$ cat src/rtl/muldiv_pkg.sv
// Shared definitions for the HI/LO multiply/divide sequencer:
// FSM state encoding and the divide-by-zero LO pattern.
package muldiv_pkg;

    typedef enum logic [1:0] {
        ST_IDLE = 2'd0,
        ST_MUL  = 2'd1,
        ST_DIV  = 2'd2,
        ST_FIX  = 2'd3
    } state_e;

    localparam logic MODE_MUL = 1'b0;
    localparam logic MODE_DIV = 1'b1;

    // Wide enough for any supported WIDTH; the top slices what it needs.
    localparam int unsigned  MAX_WIDTH = 64;
    localparam logic [MAX_WIDTH-1:0] DIV0_LO = '1;

endpackage

$ cat src/rtl/muldiv_datapath.sv
// Shift registers and the shared add/subtract step for shift-add multiply
// (mode=0) and restoring divide (mode=1) on unsigned magnitudes.
module muldiv_datapath
    import muldiv_pkg::*;
#(
    parameter int WIDTH = 32
) (
    input  logic             clk,
    input  logic             rst,
    input  logic             load,
    input  logic             step,
    input  logic             mode,
    input  logic [WIDTH-1:0] a_val,
    input  logic [WIDTH-1:0] b_val,
    output logic [WIDTH-1:0] acc_hi,
    output logic [WIDTH-1:0] acc_lo
);

    logic [WIDTH-1:0] hi_q, hi_d;
    logic [WIDTH-1:0] lo_q, lo_d;
    logic [WIDTH-1:0] b_q,  b_d;
    logic [WIDTH:0]   lhs, rhs, sum;
    logic             fits;

    // One adder: multiply adds the multiplicand when the low bit is set,
    // divide subtracts the divisor from the left-shifted partial remainder.
    always_comb begin
        if (mode == MODE_DIV) begin
            lhs = {hi_q, lo_q[WIDTH-1]};
            rhs = ~{1'b0, b_q};
        end else begin
            lhs = {1'b0, hi_q};
            rhs = lo_q[0] ? {1'b0, b_q} : '0;
        end
        sum  = lhs + rhs + {{WIDTH{1'b0}}, mode};
        fits = ~sum[WIDTH];
    end

    always_comb begin
        hi_d = hi_q;
        lo_d = lo_q;
        b_d  = b_q;
        if (load) begin
            hi_d = '0;
            lo_d = a_val;
            b_d  = b_val;
        end else if (step) begin
            if (mode == MODE_DIV) begin
                hi_d = fits ? sum[WIDTH-1:0] : lhs[WIDTH-1:0];
                lo_d = {lo_q[WIDTH-2:0], fits};
            end else begin
                hi_d = sum[WIDTH:1];
                lo_d = {sum[0], lo_q[WIDTH-1:1]};
            end
        end
    end

    always_ff @(posedge clk or posedge rst) begin
        if (rst) begin
            hi_q <= '0;
            lo_q <= '0;
            b_q  <= '0;
        end else begin
            hi_q <= hi_d;
            lo_q <= lo_d;
            b_q  <= b_d;
        end
    end

    assign acc_hi = hi_q;
    assign acc_lo = lo_q;

endmodule

$ cat src/rtl/muldiv_hilo_ctrl.sv
// Iterative MULT/DIV sequencer owning HI/LO; stalls decode while busy and
// provides MFHI/MFLO read data to write-back.
module muldiv_hilo_ctrl
    import muldiv_pkg::*;
#(
    parameter int WIDTH = 32
) (
    input  logic             clk,
    input  logic             rst,
    input  logic             op_mult,
    input  logic             op_multu,
    input  logic             op_div,
    input  logic             op_divu,
    input  logic             mthi,
    input  logic             mtlo,
    input  logic             mfhi,
    input  logic             mflo,
    input  logic             cancel,
    input  logic [WIDTH-1:0] rs_val,
    input  logic [WIDTH-1:0] rt_val,
    output logic [WIDTH-1:0] hi,
    output logic [WIDTH-1:0] lo,
    output logic [WIDTH-1:0] rdata,
    output logic             busy,
    output logic             stall
);

    localparam int CNT_W = $clog2(WIDTH) + 1;

    state_e           state_q, state_d;
    logic [CNT_W-1:0] cnt_q, cnt_d;
    logic [WIDTH-1:0] hi_q, hi_d, lo_q, lo_d;
    logic             mode_q, mode_d;
    logic             neg_lo_q, neg_lo_d;
    logic             neg_hi_q, neg_hi_d;
    logic             dz_q, dz_d;

    logic             any_op, start_signed, start_div, rs_neg, rt_neg, dz_start;
    logic             dp_load, dp_step;
    logic [WIDTH-1:0] dp_a, dp_b, acc_hi, acc_lo;
    logic [2*WIDTH-1:0] prod;

    assign any_op = op_mult | op_multu | op_div | op_divu;

    always_comb begin
        start_signed = 1'b0;
        start_div    = 1'b1;
        if (op_mult) begin
            start_signed = 1'b1;
            start_div    = 1'b0;
        end else if (op_multu) begin
            start_div    = 1'b0;
        end else if (op_div) begin
            start_signed = 1'b1;
        end
        rs_neg   = start_signed & rs_val[WIDTH-1];
        rt_neg   = start_signed & rt_val[WIDTH-1];
        dz_start = start_div & (rt_val == '0);
        // Divide by zero parks the raw dividend in the datapath for HI.
        dp_a     = (rs_neg && !dz_start) ? -rs_val : rs_val;
        dp_b     = rt_neg ? -rt_val : rt_val;
    end

    always_comb begin
        state_d  = state_q;
        cnt_d    = cnt_q;
        hi_d     = hi_q;
        lo_d     = lo_q;
        mode_d   = mode_q;
        neg_lo_d = neg_lo_q;
        neg_hi_d = neg_hi_q;
        dz_d     = dz_q;
        dp_load  = 1'b0;
        dp_step  = 1'b0;
        prod     = {acc_hi, acc_lo};
        if (neg_lo_q) begin
            prod = -prod;
        end

        if (cancel) begin
            state_d = ST_IDLE;
        end else begin
            unique case (state_q)
                ST_IDLE: begin
                    if (any_op) begin
                        dp_load  = 1'b1;
                        cnt_d    = '0;
                        mode_d   = start_div ? MODE_DIV : MODE_MUL;
                        neg_lo_d = rs_neg ^ rt_neg;
                        neg_hi_d = rs_neg;
                        dz_d     = dz_start;
                        if (dz_start) begin
                            state_d = ST_FIX;
                        end else begin
                            state_d = start_div ? ST_DIV : ST_MUL;
                        end
                    end else begin
                        if (mthi) hi_d = rs_val;
                        if (mtlo) lo_d = rs_val;
                    end
                end
                ST_MUL, ST_DIV: begin
                    dp_step = 1'b1;
                    cnt_d   = cnt_q + 1'b1;
                    if (cnt_q == CNT_W'(WIDTH - 1)) begin
                        state_d = ST_FIX;
                    end
                end
                ST_FIX: begin
                    state_d = ST_IDLE;
                    if (dz_q) begin
                        hi_d = acc_lo;
                        lo_d = DIV0_LO[WIDTH-1:0];
                    end else if (mode_q == MODE_DIV) begin
                        hi_d = neg_hi_q ? -acc_hi : acc_hi;
                        lo_d = neg_lo_q ? -acc_lo : acc_lo;
                    end else begin
                        hi_d = prod[2*WIDTH-1:WIDTH];
                        lo_d = prod[WIDTH-1:0];
                    end
                end
                default: state_d = ST_IDLE;
            endcase
        end
    end

    always_ff @(posedge clk or posedge rst) begin
        if (rst) begin
            state_q  <= ST_IDLE;
            cnt_q    <= '0;
            hi_q     <= '0;
            lo_q     <= '0;
            mode_q   <= MODE_MUL;
            neg_lo_q <= 1'b0;
            neg_hi_q <= 1'b0;
            dz_q     <= 1'b0;
        end else begin
            state_q  <= state_d;
            cnt_q    <= cnt_d;
            hi_q     <= hi_d;
            lo_q     <= lo_d;
            mode_q   <= mode_d;
            neg_lo_q <= neg_lo_d;
            neg_hi_q <= neg_hi_d;
            dz_q     <= dz_d;
        end
    end

    muldiv_datapath #(.WIDTH(WIDTH)) u_datapath (
        .clk    (clk),
        .rst    (rst),
        .load   (dp_load),
        .step   (dp_step),
        .mode   (mode_q),
        .a_val  (dp_a),
        .b_val  (dp_b),
        .acc_hi (acc_hi),
        .acc_lo (acc_lo)
    );

    assign busy  = (state_q != ST_IDLE);
    assign stall = busy & (any_op | mthi | mtlo | mfhi | mflo);
    assign hi    = hi_q;
    assign lo    = lo_q;
    assign rdata = mfhi ? hi_q : lo_q;

endmodule

$ cat config.mk
export PLATFORM = sky130hd
export DESIGN_NAME = muldiv_hilo_ctrl
export DESIGN_NICKNAME = d
export VERILOG_FILES = /design/src/rtl/muldiv_pkg.sv /design/src/rtl/muldiv_datapath.sv /design/src/rtl/muldiv_hilo_ctrl.sv
export SDC_FILE = /design/constraint.sdc
export NUM_CORES = 1
export LEC_CHECK = 0
export CORE_MARGIN = 8
export CORE_UTILIZATION = 30
export DETAILED_ROUTE_END_ITERATION = 10
export GPL_TIMING_DRIVEN = 1
export PLACE_DENSITY = 0.58
export SLEW_MARGIN = 20
export SYNTH_ARGS = -nofsm -noshare
export SYNTH_HDL_FRONTEND = slang
export SYNTH_HIERARCHICAL = 1
export SYNTH_SLANG_ARGS = --single-unit
$ cat constraint.sdc
create_clock -name clk -period 13.8 [get_ports clk]
set_clock_uncertainty 0.1 [all_clocks]
set_input_delay 4.14 -clock clk [delete_from_list [all_inputs] [get_ports clk]]
set_output_delay 4.14 -clock clk [all_outputs]
set_load 0.02 [all_outputs]
==> results.json <==
{
  "synthesis.area_mm2": 0.01509,
  "coreArea_mm2": 0.04986,
  "htree_levels": 4,
  "drtPass1Iterations": 5,
  "regToRegStartpoint": "mode_q",
  "hpwl_mm": 43.09,
  "hold_class": "reg -> reg",
  "r2r_end": "u_datapath/acc_hi[28]",
  "ys_ff_latch": 172,
  "grt.total_usage_pct": 19.56,
  "clock-sinks": 172,
  "grt_max_degree": 77,
  "whs_endpoint": "cnt_q[5]",
  "holdPathStages": 1,
  "syn_inst": 1906,
  "wl_mm": 58.23,
  "maxCapViolCount": 0,
  "die_x_um": 240.3,
  "vias_per_cell": 5.773,
  "min_from": "cnt_q[5]",
  "die_area_mm2": 0.05773,
  "synth.distinct_cells": 86,
  "grt_overflow": 0,
  "crit_path_max_fanout": 9,
  "dp_slack_ns": 3.751,
  "utilization_pct": 36.08,
  "syn2layout_area_growth_pct": 19.21,
  "drive_gt1_share_pct": 9.019,
  "reg2reg_slack_ns": 8.18,
  "cts_resized": 0,
  "start_kind": "primary input",
  "synthArstFlopShare_pct": 100.0,
  "holdBufCountCts": 0,
  "ir_drop_mv": 0.1160,
  "seq_area_frac_synth_pct": 28.52,
  "fmax_ghz": 0.09971,
  "post-cts-setup-buffers": 0,
  "cts_tree": "done",
  "antenna_found_initial": 0,
  "syn-num-nets": 2022,
  "critPathArrivalTime_ns": 5.79,
  "yosys.area.top_type": "dfrtp_1",
  "p_per_area_mw_per_mm2": 256.8,
  "fin_setup_tns_ns": 0,
  "synth_top_area_share_pct": 28.52,
  "nets": 2121,
  "status": "completed",
  "max_slew.worst_pin.slew_ns": 1.170,
  "drtIter0Drc": 1651,
  "rsz0062_at_grt": "false",
  "cts_buffers": 17,
  "dr_total_vias": 15530,
  "diodes": 0,
  "finalSetupViolations": 0,
  "leakage_uw": 0.006874,
  "syn_area_per_cell_um2": 7.917,
  "clockBufferDepth": 2,
  "synthFlopType": "dfrtp_1",
  "pin_count": 173,
  "crit_required_ns": 9.56,
  "synth-edff-count": 0,
  "ant_nets": 0,
  "root_buffer": "clkbuf_16",
  "timing.final.crit_share_pct": 72.67,
  "crit_type": "in -> out",
  "dp_cells": 2658,
  "synth_area_leaders": "dfrtp_1 (29%), o21ai_0 (7.2%), mux2_2 (5.9%)",
  "fin_ws_ns": 3.771,
  "layout.cells.non_filler": 2690,
  "portBuffers": 172,
  "insertion_delay_ns": 0.48,
  "die_h_um": 240.3,
  "start_util_pct": 30.26,
  "placementRows": 82,
  "whs_ns": 0.4012,
  "end_kind": "output pin",
  "first_global_vias": 14790,
  "reg2reg_depth": 13,
  "yosysWarnings": 6,
  "max_slew_margin_pct": 21.38,
  "hold_violations": 0,
  "wl_per_cell_um": 21.65,
  "timing.final.max_slew_violations": 0,
  "grt_pass1_wl_mm": 88.68,
  "gp_congestion": 0.9424,
  "drc_errors": 0,
  "path_clk_slew_ns": 0.08,
  "min_period_ns": 10.03
}
==> worst max-delay path: stages <==
cell and delay, ns:
clkdlybuf4s50_1 0.45, nor4_2 0.28, buf_4 0.25, a21oi_1 0.09
clkdlybuf4s50_1 0.57
==> cell usage in the layout, fill, tap and decap left out, drive strengths merged, types with 42 or more instances in the layout <==
cell type / n
a21oi: 117
clkdlybuf4s50: 171
dfrtp: 172
inv: 63
mux2: 79
nand2: 226
nor2: 134
nor3: 42
o21ai: 223
xnor2: 92
==> routing by layer <==
| layer | GRT usage (%) | part of all wire (%) | vias to the layer above |
|---|---|---|---|
| met5 | 0 | 0 | - |
| met4 | 6.691 | 2.7 | 0 |
| met3 | 3.461 | 6.4 | 81 |
| met2 | 32.38 | 47 | 641 |
| met1 | 25.46 | 44 | 7517 |
| li1 | - | - | 7291 |
==> how the worst max path moves through the flow <==
stage / slack [ns] / cells past startpoint / endpoint / startpoint
global placement: 3.76 / 5 / stall / op_multu
CTS: 3.75 / 5 / stall / op_multu
detailed placement: 3.75 / 5 / stall / op_multu
floorplan: 4.39 / 4 / stall / mfhi
global route: 3.67 / 5 / stall / op_multu
finish: 3.77 / 5 / stall / op_multu
==> synth_stat cells (4+ instances only) <==
cell type / count
o31ai_1: 34
nor4_1: 34
a221oi_1: 21
and2_1: 10
nor3b_1: 5
o22ai_1: 25
a31oi_1: 27
o41ai_1: 10
nand2b_1: 17
nand2_1: 226
dfrtp_1: 172
a21boi_0: 4
and3_1: 25
inv_1: 61
o31a_1: 4
buf_1: 10
o21bai_1: 4
nor2_1: 134
mux2i_1: 39
ha_1: 39
o32ai_1: 27
or3_1: 29
nor3_1: 41
a211o_1: 5
nand3_1: 31
clkbuf_1: 96
or2_2: 9
o2111ai_1: 4
a21oi_1: 115
and4_1: 10
o221ai_1: 12
nor2b_1: 9
buf_2: 14
a211oi_1: 26
xor2_1: 39
or4_1: 19
a311oi_1: 5
nand4_1: 16
mux2_2: 79
o211ai_1: 11
o21a_1: 15
xnor2_1: 92
o21ai_0: 218
a21o_1: 19
==> metrics by stage <==
step	power, uW	instance area [um^2]
after floorplan	3040	15090
after global routing	4945	17990
after CTS	4587	17980
after detailed placement	4099	17430
after global placement	4057	17430
final	4620	17990
==> where the power goes <==
| part | switching, uW | internal (uW) | total (uW) |
|---|---|---|---|
| clock | 229 | 250 | 479 |
| combinational | 1840 | 1210 | 3040 |
| sequential | 372 | 728 | 1100 |
| total | 2440 | 2180 | 4620 |
==> registers in the layout, summed over array words and instances, names as in the netlist <==
signal	flops
neg_hi_q	1
cnt_q	6
lo	32
mode_q	1
state_q	2
neg_lo_q	1
u_datapath/acc_hi	32
u_datapath/b_q	32
hi	32
dz_q	1
u_datapath/acc_lo	32
==> area by class of cell <==
class                           count  area (um^2)
Sequential cell                   172         4308
Clock buffer                       21        440.4
Inverter                           63        241.5
Timing Repair Buffer              202         1946
Tap cell                          672        840.8
Multi-Input combinational cell   1549        10100
Fill cell                        5258        31870
Clock inverter                     11        111.4
==> cells by family after synthesis <==
group / count (synthesis) / share of synthesized area (%)
AOI/OAI and AO/OA: 627 / 26.66
xor gates and xnor gates: 131 / 7.604
adders and majority gates: 41 / 3.499
buffers and inverters: 185 / 4.793
DFF: 172 / 28.52
muxes: 118 / 8.483
and+or+nand+nor: 632 / 20.44
Power figures use the tool's default switching activity.
